===== config.mk =====
export PLATFORM = sky130hd
export DESIGN_NAME = lu_mem_stream_reader_flat
export DESIGN_NICKNAME = d
export VERILOG_FILES = /design/src/rtl/lu_mem_stream_reader_pkg.sv /design/src/rtl/lu_mem_stream_reader_if.sv /design/src/rtl/lu_skid_fifo2.sv /design/src/rtl/lu_mem_stream_reader.sv /design/src/flat_wrapper.sv
export SDC_FILE = /design/constraint.sdc
export NUM_CORES = 1
export LEC_CHECK = 0
export BUFFER_PORTS_ARGS = -buffer_cell sky130_fd_sc_hd__buf_2
export CORE_ASPECT_RATIO = 0.75
export CORE_UTILIZATION = 61
export CTS_CLUSTER_DIAMETER = 30
export DETAILED_ROUTE_END_ITERATION = 7
export PLACE_DENSITY = 0.92
export SLEW_MARGIN = 20
export SYNTH_ARGS = -nofsm -noshare
export SYNTH_HDL_FRONTEND = slang
export SYNTH_HIERARCHICAL = 1
export SYNTH_SLANG_ARGS = --single-unit

===== constraint.sdc =====
create_clock -name clk -period 3.9 [get_ports clk]
set_input_delay 0.195 -clock clk [delete_from_list [all_inputs] [get_ports clk]]
set_output_delay 0.195 -clock clk [all_outputs]
set_load 0.02 [all_outputs]

===== src/rtl/lu_mem_stream_reader_pkg.sv =====
// rtl/lu_mem_stream_reader_pkg.sv - shared widths, RAM depth and FSM states for the LU stream reader
package lu_solver_pkg;

  localparam int LU_ADDR_W = 13;
  localparam int LU_DATA_W = 32;
  localparam int LU_BE_W   = LU_DATA_W / 8;
  localparam int RAM_DEPTH = 1 << LU_ADDR_W;

  typedef enum logic [1:0] {
    IDLE  = 2'd0,
    RUN   = 2'd1,
    DRAIN = 2'd2
  } lu_state_e;

endpackage


===== src/rtl/lu_mem_stream_reader_if.sv =====
// rtl/lu_mem_stream_reader_if.sv - RAM read bus plus ready/valid output stream
interface lu_mem_stream_reader_if
  import lu_solver_pkg::*;
#(
  parameter int ADDR_W = LU_ADDR_W,
  parameter int DATA_W = LU_DATA_W,
  parameter int BE_W   = LU_BE_W
);

  logic [ADDR_W-1:0] mem_address;
  logic              mem_chipselect;
  logic              mem_write;
  logic [BE_W-1:0]   mem_byteenable;
  logic              mem_clken;
  logic [DATA_W-1:0] mem_readdata;
  logic [DATA_W-1:0] out_data;
  logic              out_valid;
  logic              out_ready;
  logic              out_last;

  modport master (
    output mem_address, mem_chipselect, mem_write, mem_byteenable, mem_clken,
    input  mem_readdata,
    output out_data, out_valid, out_last,
    input  out_ready
  );

  modport slave (
    input  mem_address, mem_chipselect, mem_write, mem_byteenable, mem_clken,
    output mem_readdata,
    input  out_data, out_valid, out_last,
    output out_ready
  );

endinterface


===== src/rtl/lu_skid_fifo2.sv =====
// rtl/lu_skid_fifo2.sv - two-entry FIFO of {last, data}; flush wins over push/pop
module lu_skid_fifo2 #(
  parameter int DATA_W = 32
) (
  input  logic              clk,
  input  logic              reset_n,
  input  logic              push_i,
  input  logic [DATA_W-1:0] push_data_i,
  input  logic              push_last_i,
  input  logic              pop_i,
  input  logic              flush_i,
  output logic [1:0]        count_o,
  output logic [DATA_W-1:0] head_data_o,
  output logic              head_last_o
);

  logic [DATA_W-1:0] data_q [2];
  logic [1:0]        last_q;
  logic              rd_ptr_q;
  logic              wr_ptr_q;
  logic [1:0]        cnt_q;
  logic              do_push;
  logic              do_pop;

  assign do_push     = push_i & (cnt_q != 2'd2);
  assign do_pop      = pop_i & (cnt_q != 2'd0);
  assign count_o     = cnt_q;
  assign head_data_o = data_q[rd_ptr_q];
  assign head_last_o = last_q[rd_ptr_q];

  always_ff @(posedge clk or negedge reset_n) begin
    if (!reset_n) begin
      data_q[0] <= '0;
      data_q[1] <= '0;
      last_q    <= '0;
      rd_ptr_q  <= 1'b0;
      wr_ptr_q  <= 1'b0;
      cnt_q     <= 2'd0;
    end else if (flush_i) begin
      rd_ptr_q <= 1'b0;
      wr_ptr_q <= 1'b0;
      cnt_q    <= 2'd0;
    end else begin
      if (do_push) begin
        data_q[wr_ptr_q] <= push_data_i;
        last_q[wr_ptr_q] <= push_last_i;
        wr_ptr_q         <= ~wr_ptr_q;
      end
      if (do_pop) begin
        rd_ptr_q <= ~rd_ptr_q;
      end
      cnt_q <= cnt_q + 2'(do_push) - 2'(do_pop);
    end
  end

endmodule


===== src/rtl/lu_mem_stream_reader.sv =====
// rtl/lu_mem_stream_reader.sv - reads word_count RAM words from base_addr and streams them out in order
module lu_mem_stream_reader
  import lu_solver_pkg::*;
#(
  parameter int ADDR_W = LU_ADDR_W,
  parameter int DATA_W = LU_DATA_W,
  parameter int BE_W   = LU_BE_W
) (
  input  logic                   clk,
  input  logic                   reset_n,
  input  logic                   start_i,
  input  logic [ADDR_W-1:0]      base_addr_i,
  input  logic [ADDR_W:0]        word_count_i,
  input  logic                   abort_i,
  output logic                   busy_o,
  output logic                   done_o,
  lu_mem_stream_reader_if.master bus
);

  localparam logic [ADDR_W:0] DEPTH = (ADDR_W+1)'(1) << ADDR_W;
  localparam logic [ADDR_W:0] ONE   = (ADDR_W+1)'(1);

  lu_state_e         state_q, state_d;
  logic [ADDR_W-1:0] base_q, base_d;
  logic [ADDR_W:0]   count_q, count_d;
  logic [ADDR_W:0]   rd_idx_q, rd_idx_d;
  logic              inflight_q, inflight_d;
  logic              infl_last_q, infl_last_d;
  logic              done_q, done_d;

  logic [1:0]        fifo_cnt;
  logic [DATA_W-1:0] head_data;
  logic              head_last;
  logic              out_valid;
  logic              pop;
  logic              kill;
  logic              issue;
  logic [2:0]        occ;

  assign out_valid = (fifo_cnt != 2'd0);
  assign pop       = out_valid & bus.out_ready;
  assign kill      = abort_i & (state_q != IDLE);
  // Room check counts the word already in flight, so the FIFO can never be overrun.
  assign occ       = 3'(fifo_cnt) + 3'(inflight_q) - 3'(pop);
  assign issue     = (state_q == RUN) & ~abort_i & (rd_idx_q < count_q) & (occ < 3'd2);

  always_comb begin
    state_d     = state_q;
    base_d      = base_q;
    count_d     = count_q;
    rd_idx_d    = rd_idx_q;
    inflight_d  = issue;
    infl_last_d = issue & (rd_idx_q == count_q - ONE);
    done_d      = 1'b0;
    case (state_q)
      IDLE: begin
        if (start_i) begin
          if (word_count_i == '0) begin
            done_d = 1'b1;
          end else begin
            base_d   = base_addr_i;
            count_d  = (word_count_i > DEPTH) ? DEPTH : word_count_i;
            rd_idx_d = '0;
            state_d  = RUN;
          end
        end
      end
      RUN: begin
        if (kill) begin
          state_d = IDLE;
        end else begin
          if (issue) rd_idx_d = rd_idx_q + ONE;
          if (rd_idx_q == count_q) state_d = DRAIN;
        end
      end
      DRAIN: begin
        if (kill) begin
          state_d = IDLE;
        end else if (pop && head_last) begin
          state_d = IDLE;
          done_d  = 1'b1;
        end
      end
      default: state_d = IDLE;
    endcase
  end

  always_ff @(posedge clk or negedge reset_n) begin
    if (!reset_n) begin
      state_q     <= IDLE;
      base_q      <= '0;
      count_q     <= '0;
      rd_idx_q    <= '0;
      inflight_q  <= 1'b0;
      infl_last_q <= 1'b0;
      done_q      <= 1'b0;
    end else begin
      state_q     <= state_d;
      base_q      <= base_d;
      count_q     <= count_d;
      rd_idx_q    <= rd_idx_d;
      inflight_q  <= inflight_d;
      infl_last_q <= infl_last_d;
      done_q      <= done_d;
    end
  end

  // The RAM returns q one cycle after issue; inflight_q marks that cycle.
  lu_skid_fifo2 #(.DATA_W(DATA_W)) u_fifo (
    .clk         (clk),
    .reset_n     (reset_n),
    .push_i      (inflight_q),
    .push_data_i (bus.mem_readdata),
    .push_last_i (infl_last_q),
    .pop_i       (pop),
    .flush_i     (kill),
    .count_o     (fifo_cnt),
    .head_data_o (head_data),
    .head_last_o (head_last)
  );

  assign busy_o             = (state_q != IDLE);
  assign done_o             = done_q;
  assign bus.mem_address    = base_q + rd_idx_q[ADDR_W-1:0];
  assign bus.mem_chipselect = issue;
  assign bus.mem_write      = 1'b0;
  assign bus.mem_byteenable = {BE_W{1'b1}};
  assign bus.mem_clken      = 1'b1;
  assign bus.out_data       = head_data;
  assign bus.out_valid      = out_valid;
  assign bus.out_last       = head_last & out_valid;

endmodule


===== src/flat_wrapper.sv =====
// flat-port wrapper written by rule: the top's interface ports become plain ports
module lu_mem_stream_reader_flat import lu_solver_pkg::*;
#(
  parameter int ADDR_W = LU_ADDR_W,
  parameter int DATA_W = LU_DATA_W,
  parameter int BE_W   = LU_BE_W
)
  (clk, reset_n, start_i, base_addr_i, word_count_i, abort_i, busy_o, done_o, bus_mem_address, bus_mem_chipselect, bus_mem_write, bus_mem_byteenable, bus_mem_clken, bus_mem_readdata, bus_out_data, bus_out_valid, bus_out_last, bus_out_ready);
  lu_mem_stream_reader_if #(.ADDR_W(ADDR_W), .DATA_W(DATA_W), .BE_W(BE_W)) bus_i ();
  input  logic clk;
  input  logic reset_n;
  input  logic start_i;
  input  logic [ADDR_W-1:0] base_addr_i;
  input  logic [ADDR_W:0] word_count_i;
  input  logic abort_i;
  output logic busy_o;
  output logic done_o;
  output wire logic [$bits(bus_i.mem_address)-1:0] bus_mem_address;
  output wire logic [$bits(bus_i.mem_chipselect)-1:0] bus_mem_chipselect;
  output wire logic [$bits(bus_i.mem_write)-1:0] bus_mem_write;
  output wire logic [$bits(bus_i.mem_byteenable)-1:0] bus_mem_byteenable;
  output wire logic [$bits(bus_i.mem_clken)-1:0] bus_mem_clken;
  input wire logic [$bits(bus_i.mem_readdata)-1:0] bus_mem_readdata;
  output wire logic [$bits(bus_i.out_data)-1:0] bus_out_data;
  output wire logic [$bits(bus_i.out_valid)-1:0] bus_out_valid;
  output wire logic [$bits(bus_i.out_last)-1:0] bus_out_last;
  input wire logic [$bits(bus_i.out_ready)-1:0] bus_out_ready;
  assign bus_mem_address = bus_i.mem_address;
  assign bus_mem_chipselect = bus_i.mem_chipselect;
  assign bus_mem_write = bus_i.mem_write;
  assign bus_mem_byteenable = bus_i.mem_byteenable;
  assign bus_mem_clken = bus_i.mem_clken;
  assign bus_i.mem_readdata = bus_mem_readdata;
  assign bus_out_data = bus_i.out_data;
  assign bus_out_valid = bus_i.out_valid;
  assign bus_out_last = bus_i.out_last;
  assign bus_i.out_ready = bus_out_ready;
  lu_mem_stream_reader #(.ADDR_W(ADDR_W), .DATA_W(DATA_W), .BE_W(BE_W)) u_core (.clk(clk), .reset_n(reset_n), .start_i(start_i), .base_addr_i(base_addr_i), .word_count_i(word_count_i), .abort_i(abort_i), .busy_o(busy_o), .done_o(done_o), .bus(bus_i));
endmodule

== Word-level counts from Yosys, hierarchy flattened ==
Cells that the tools add are included.

* Register bits after elaboration: 116
* Input port bits: 64
* Output and inout port bits: 56

* Add/sub/neg operators: 7
* Magnitude comparators: 9
* Equal/unequal tests: 11
* Mux-type cells: 34
* Bitwise gates (word level): 16
* Reductions and logical operators: 14

{| class="wikitable"
|+ Operator list
! kind !! number
|-
| 32-bit 2-to-1 mux || 4
|-
| 14-bit 2-to-1 mux || 5
|-
| 64-bit bitwise mux || 1
|-
| 32-bit demux with 1-bit select || 1
|-
| 14-bit equality test || 2
|-
| 14-bit case mux with 2 select lines || 1
|-
| 14-bit by 1-bit adder with 14-bit output, second input constant || 1
|-
| 14-bit greater-than comparator, second input constant || 1
|-
| 14-bit logical NOT || 1
|-
| 14-bit less-than comparator || 1
|-
| 2-bit 2-to-1 mux || 7
|-
| 14-bit by 1-bit subtractor with 14-bit output, second input constant || 1
|-
| 13-bit adder || 1
|-
| 1-bit 2-to-1 mux || 11
|-
| 2-bit nonzero test || 5
|-
| 1-bit bitwise AND || 9
|-
| 2-bit inequality test, second input constant || 4
|-
| 2-bit case mux with 3 select lines || 1
|-
| 1-bit NOT || 5
|-
| 5-bit AND reduction || 1
|-
| 2-bit >= comparator, second input constant || 2
|-
| 1-bit by 2-bit less-than comparator with 1-bit output, second input constant || 2
|-
| 1-bit NOT with 2-bit output || 2
|-
| 4-bit AND reduction || 1
|-
| other kinds (19) || 21
|}

== Depth between registers and ports, before layout ==
* Depth after elaboration: 8
* Mapped depth: 10

== Modules after synthesis ==
Netlist, hierarchy kept.

{| class="wikitable"
|+ By module, submodules not included
! module !! instances !! cells each !! area an instance (um2) !! sequential area each (um2)
|-
| lu_mem_stream_reader || 1 || 395 || 3505.9 || 1151.1
|-
| lu_skid_fifo2 || 1 || 199 || 3079.2 || 1751.7
|}

== Worst setup path before layout ==
No wires, ideal clock.

* Path kind: register -> output
* Start point: reg u_core.rd_idx_q[0]
* End point: out bus_mem_address[12]
* Arrival: 2.754 ns
* Setup slack: 0.951 ns
* Stages on the path, launching flop included: 10
* Buffers on the path: 0
* Path through: dfrtp_1 -> ha_1 -> inv_1 -> fa_1 -> nor2b_1 -> o21ai_1 -> a21oi_1 -> o41ai_2 -> mux2i_1 -> a2111oi_0

* Word-level cells in the longest chain between the ends: 1

{| class="wikitable"
|+ Ends and longest elaborated chain
! item !! line !! text
|-
| from (decl) || lu_mem_stream_reader.sv:26 || <nowiki>logic [ADDR_W:0] rd_idx_q, rd_idx_d;</nowiki>
|-
| from (signal assigned) || lu_mem_stream_reader.sv:101 || <nowiki>rd_idx_q <= rd_idx_d;</nowiki>
|-
| 13-bit adder || lu_mem_stream_reader.sv:124 || <nowiki>assign bus.mem_address = base_q + rd_idx_q[ADDR_W-1:0];</nowiki>
|-
| to (decl) || flat_wrapper.sv:18 || <nowiki>output wire logic [$bits(bus_i.mem_address)-1:0] bus_mem_address;</nowiki>
|}

No other way between the ends.

== Worst setup path after layout ==
* Start point: reg u_core.rd_idx_q[2]
* End point: out bus_mem_address[12]

Same word-level chain as after synthesis.

==> flow_results.xml <==
<?xml version="1.0" encoding="UTF-8"?>
<metrics>
  <group name="floorplan">
    <metric name="floorplan.die_area" unit="sq mm">0.01122</metric>
    <metric name="num_rows" unit="">32</metric>
    <metric name="die_w" unit="microns">122.0</metric>
    <metric name="fp.dieH" unit="microns">91.98</metric>
    <metric name="start_util" unit="%">63.50</metric>
    <metric name="io_pins" unit="">120</metric>
    <metric name="core" unit="sq mm">0.01037</metric>
  </group>
  <group name="route">
    <metric name="routed_wirelength" unit="microns">16490</metric>
    <metric name="route.detailed.vias_per_inst" unit="">6.025</metric>
    <metric name="drc" unit="">0</metric>
    <metric name="via_count" unit="">5242</metric>
    <metric name="final_antenna_net_count" unit="">0</metric>
    <metric name="detailedRoute.firstIterationViolations" unit="">328</metric>
    <metric name="post_drt_wl_per_cell" unit="microns">18.96</metric>
    <metric name="firstDrtPassIters" unit="">4</metric>
  </group>
  <group name="logic_synthesis">
    <metric name="seq_area_frac_synth" unit="%">44.08</metric>
    <metric name="synth_area_per_cell" unit="sq um">11.09</metric>
    <metric name="postSynth.topFlopCell" unit="">sky130_fd_sc_hd__dfrtp_1</metric>
    <metric name="yosysWarnings" unit="">6</metric>
    <metric name="yosysTopAreaCellShare" unit="%">44.08</metric>
    <metric name="synthDistinctLibCells" unit="">66</metric>
    <metric name="synth-edff-count" unit="">0</metric>
    <metric name="most_used_standard_cell_by_instance_count_after_synthesis" unit="">sky130_fd_sc_hd__dfrtp_1</metric>
    <metric name="netlist_top_cells_count" unit="">sky130_fd_sc_hd__dfrtp_1, sky130_fd_sc_hd__mux2_2, sky130_fd_sc_hd__nand2_1</metric>
    <metric name="synthesis.instances" unit="">594</metric>
    <metric name="synth.cell_area" unit="sq mm">0.006585</metric>
    <metric name="synth_seq_cells" unit="">116</metric>
    <metric name="netlist_top_cells_area" unit="">sky130_fd_sc_hd__dfrtp_1, sky130_fd_sc_hd__mux2_2, sky130_fd_sc_hd__ha_1</metric>
    <metric name="netlist.top_cell.by_area" unit="">sky130_fd_sc_hd__dfrtp_1</metric>
    <metric name="asyncSetResetFlopFracSynth" unit="%">100.0</metric>
  </group>
  <group name="clocking">
    <metric name="clk_root_buffer_cell" unit="">sky130_fd_sc_hd__clkbuf_16</metric>
    <metric name="cts.htree.levels" unit="">4</metric>
    <metric name="cts_sinks" unit="">116</metric>
    <metric name="cts_tree" unit="">yes</metric>
    <metric name="post_cts_resize_count" unit="">0</metric>
    <metric name="clk_latency" unit="ns">0.41</metric>
    <metric name="cts-buffers-inserted" unit="">17</metric>
    <metric name="cts.reportedPaths.clkPinSlew" unit="ns">0.06</metric>
    <metric name="cts_max_path_buffers" unit="">2</metric>
  </group>
  <group name="global_route">
    <metric name="grt_antenna_before_repair" unit="">0</metric>
    <metric name="overflow" unit="">0</metric>
    <metric name="first_global_vias" unit="">5351</metric>
    <metric name="grt_max_degree" unit="">86</metric>
    <metric name="wire_length_of_the_first_global_routing_pass" unit="microns">26770</metric>
    <metric name="grt_use_total" unit="%">31.41</metric>
  </group>
  <group name="layout">
    <metric name="fin_nets" unit="">817</metric>
    <metric name="layout-drive-gt1-share" unit="%">35.56</metric>
    <metric name="flow.area_growth_from_synthesis" unit="%">20.43</metric>
    <metric name="antenna_cells" unit="">0</metric>
    <metric name="fin_util" unit="%">76.47</metric>
    <metric name="fillCellCount" unit="">673</metric>
    <metric name="fin_cells" unit="">870</metric>
  </group>
  <group name="place">
    <metric name="detailedPlace.worstSlack" unit="ns">1.067</metric>
    <metric name="post-place-cells" unit="">823</metric>
    <metric name="finalWeightedCongestion" unit="">0.9525</metric>
    <metric name="detailed_placement_hpwl" unit="microns">10740</metric>
    <metric name="port_buffers" unit="">113</metric>
  </group>
  <group name="min_path">
    <metric name="worstHoldPathCells" unit="">2</metric>
    <metric name="hold_end" unit="">u_core/u_fifo/data_q[41]</metric>
    <metric name="hold_path.startpoint" unit="">bus_mem_readdata[9]</metric>
    <metric name="hold_class" unit="">in -&gt; reg</metric>
  </group>
  <group name="worst_setup_path">
    <metric name="crit_path_end_kind" unit="">output port</metric>
    <metric name="crit_chain" unit="">ha_1 -&gt; nor2b_1 -&gt; o21ai_1 -&gt; a21oi_1 -&gt; o41ai_2 -&gt; mux2i_1 -&gt; a2111oi_0 -&gt; buf_2</metric>
    <metric name="worstSetupStartpoint" unit="">u_core/rd_idx_q[2]</metric>
    <metric name="criticalPathCategory" unit="">reg -&gt; out</metric>
    <metric name="critical_path.startpoint_type" unit="">register</metric>
    <metric name="r2r_slack" unit="ns">1.11</metric>
    <metric name="slowest_stage" unit="">sky130_fd_sc_hd__dfrtp_1</metric>
    <metric name="critPathRequiredTime" unit="ns">3.70</metric>
    <metric name="rr_startpoint" unit="">u_core/u_fifo/count_o[1]</metric>
    <metric name="cpPeakStageDelay" unit="ns">0.57</metric>
    <metric name="arrival_time_of_data_at_the_critical_path_endpoint" unit="ns">3.09</metric>
    <metric name="reg2regPathDepth" unit="">9</metric>
    <metric name="terminus_of_the_critical_flop_to_flop_path" unit="">u_core/rd_idx_q[0]</metric>
    <metric name="critPathMaxFanout" unit="">12</metric>
  </group>
  <group name="timing">
    <metric name="finalClockSkew" unit="ns">0.007883</metric>
    <metric name="report.final.slew_viol_count" unit="">0</metric>
    <metric name="post-route-period-util" unit="%">84.34</metric>
    <metric name="worst_slew_margin_rel" unit="%">48.67</metric>
    <metric name="rsz0062_at_grt" unit="">false</metric>
    <metric name="setup_violators_final" unit="">0</metric>
    <metric name="layout_setup_ws" unit="ns">0.6106</metric>
    <metric name="timing_worst_slew_pin_value" unit="ns">0.7699</metric>
    <metric name="timing.setup.tns" unit="ns">0</metric>
    <metric name="fmax" unit="MHz">304.0</metric>
    <metric name="final_period_minus_worst_setup_slack" unit="ns">3.289</metric>
    <metric name="finalHoldViolations" unit="">0</metric>
  </group>
  <group name="outcome">
    <metric name="status" unit="">complete, no violations</metric>
  </group>
  <group name="flow_run">
    <metric name="max_cap_violations" unit="">0</metric>
  </group>
  <group name="power_and_ir_drop">
    <metric name="power_switching_share" unit="%">37.20</metric>
    <metric name="fin_total_pwr" unit="mW">5.623</metric>
    <metric name="power.ir.vdd_worst" unit="mV">0.4128</metric>
    <metric name="total_leakage_power" unit="nW">3.824</metric>
    <metric name="p_per_area" unit="mW/mm^2">709.0</metric>
    <metric name="power.share.sequential" unit="%">33.0</metric>
    <metric name="share_clk_of_total_power" unit="%">27.4</metric>
    <metric name="power_switching" unit="mW">2.092</metric>
    <metric name="internal-power" unit="mW">3.531</metric>
    <metric name="p_comb_share" unit="%">39.6</metric>
  </group>
</metrics>
per-layer routing:
layer  up-vias  track usage [%]  wire (microns)
li1       2373                -               -
met1      2617            41.06            7075
met2       226            50.99            8061
met3        26            7.836            1151
met4         0            10.39             206
met5         -                0               0
power by group through the flow:
stage | Combinational, mW | Clock, mW | Sequential (mW)
2_1_floorplan | 1.66 | 0 | 1.75
3_3_place_gp | 2.07 | 0 | 1.81
3_5_place_dp | 2.16 | 0 | 1.85
4_1_cts | 2.22 | 1.55 | 1.85
5_1_grt | 2.41 | 1.61 | 1.90
6_report | 2.23 | 1.54 | 1.86
area by class of cell:
type                            instances  area [sq um]  area share (%)
Inverter                               24         90.09           1.136
Tap cell                              136         170.2           2.146
Clock inverter                         12         130.1           1.641
Multi-Input combinational cell        429          3421           43.14
Timing Repair Buffer                  133         759.5           9.577
Sequential cell                       116          2903           36.60
Clock buffer                           20         456.7           5.759
sequential cells by signal (all words and copies together) (netlist names):
name and flops:
u_core/rd_idx_q 14, u_core/u_fifo/count_o 2, u_core/inflight_q 1, u_core/base_q 13
u_core/u_fifo/wr_ptr_q 1, u_core/count_q 14, u_core/done_o 1, u_core/u_fifo/data_q 64
u_core/infl_last_q 1, u_core/u_fifo/last_q 2, u_core/u_fifo/rd_ptr_q 1, u_core/state_q 2
layout by cell type, fill, tap and decap left out, types with 3 or more instances in the layout:
cell and count:
sky130_fd_sc_hd__nor4_1 4, sky130_fd_sc_hd__a22o_1 7, sky130_fd_sc_hd__a31oi_1 5, sky130_fd_sc_hd__xor2_1 8, sky130_fd_sc_hd__a211oi_1 5, sky130_fd_sc_hd__mux2i_1 8
sky130_fd_sc_hd__nor2_1 21, sky130_fd_sc_hd__dfrtp_1 116, sky130_fd_sc_hd__inv_1 24, sky130_fd_sc_hd__ha_1 30, sky130_fd_sc_hd__buf_4 5, sky130_fd_sc_hd__clkinv_2 3
sky130_fd_sc_hd__dlygate4sd3_1 15, sky130_fd_sc_hd__nand3_1 7, sky130_fd_sc_hd__clkinvlp_4 5, sky130_fd_sc_hd__nand3b_1 10, sky130_fd_sc_hd__o21bai_1 4, sky130_fd_sc_hd__a21o_1 3
sky130_fd_sc_hd__nand2_1 59, sky130_fd_sc_hd__and2_1 6, sky130_fd_sc_hd__or3_1 4, sky130_fd_sc_hd__conb_1 6, sky130_fd_sc_hd__mux2_2 99, sky130_fd_sc_hd__a21oi_1 16
sky130_fd_sc_hd__clkbuf_16 17, sky130_fd_sc_hd__o21ai_0 20, sky130_fd_sc_hd__a311oi_1 3, sky130_fd_sc_hd__buf_2 112, sky130_fd_sc_hd__nand4_1 9, sky130_fd_sc_hd__and3_1 5
sky130_fd_sc_hd__o2111ai_1 3, sky130_fd_sc_hd__nor2b_1 10, sky130_fd_sc_hd__xnor2_1 22, sky130_fd_sc_hd__nand2b_1 5, sky130_fd_sc_hd__nor3_1 10
how the worst max path moves through the flow:
stage                          end  slack (ns)  cells after the start
2_1_floorplan  bus_mem_address[12]        0.95                      9
5_1_grt        bus_mem_address[12]        0.33                      8
3_3_place_gp   bus_mem_address[12]        1.20                      8
4_1_cts        bus_mem_address[12]        0.60                      8
3_5_place_dp   bus_mem_address[12]        1.07                      8
6_report       bus_mem_address[12]        0.61                      8
timing repair:
item                       CTS  global route
setup endpoints to repair    0             0
hold endpoints to repair    14            84
hold buffers                14             1
setup buffers                0             0
cell families after synthesis:
logic type                 synth area share (%)
adders and majority gates                 6.308
DFF                                       44.08
and+or+nand+nor                           13.85
muxes                                     18.49
other                                    0.1140
AOI/OAI and AO/OA                         8.893
buffers and inverters                     4.275
xor gates and xnor gates                  3.990
metrics by stage:
| stage | hold WS (ns) | area (sq um) |
|---|---|---|
| 4_1_cts | 0.005117 | 7916 |
| 3_5_place_dp | 0.3871 | 7189 |
| 6_report | 0.01158 | 7930 |
| 3_3_place_gp | 0.3814 | 7189 |
| 2_1_floorplan | -0.1006 | 6600 |
| 5_1_grt | 0.007519 | 7930 |
worst max-delay path: cells and delay by family, from the launching register on:
family	cells	cell delay (ns)
muxes	1	0.15
adders and majority gates	1	0.35
DFF	1	0.57
buffers and inverters	1	0.24
and+or+nand+nor	1	0.15
AOI/OAI and AO/OA	4	1.21
Note: power is estimated with default switching activity, not from simulation.
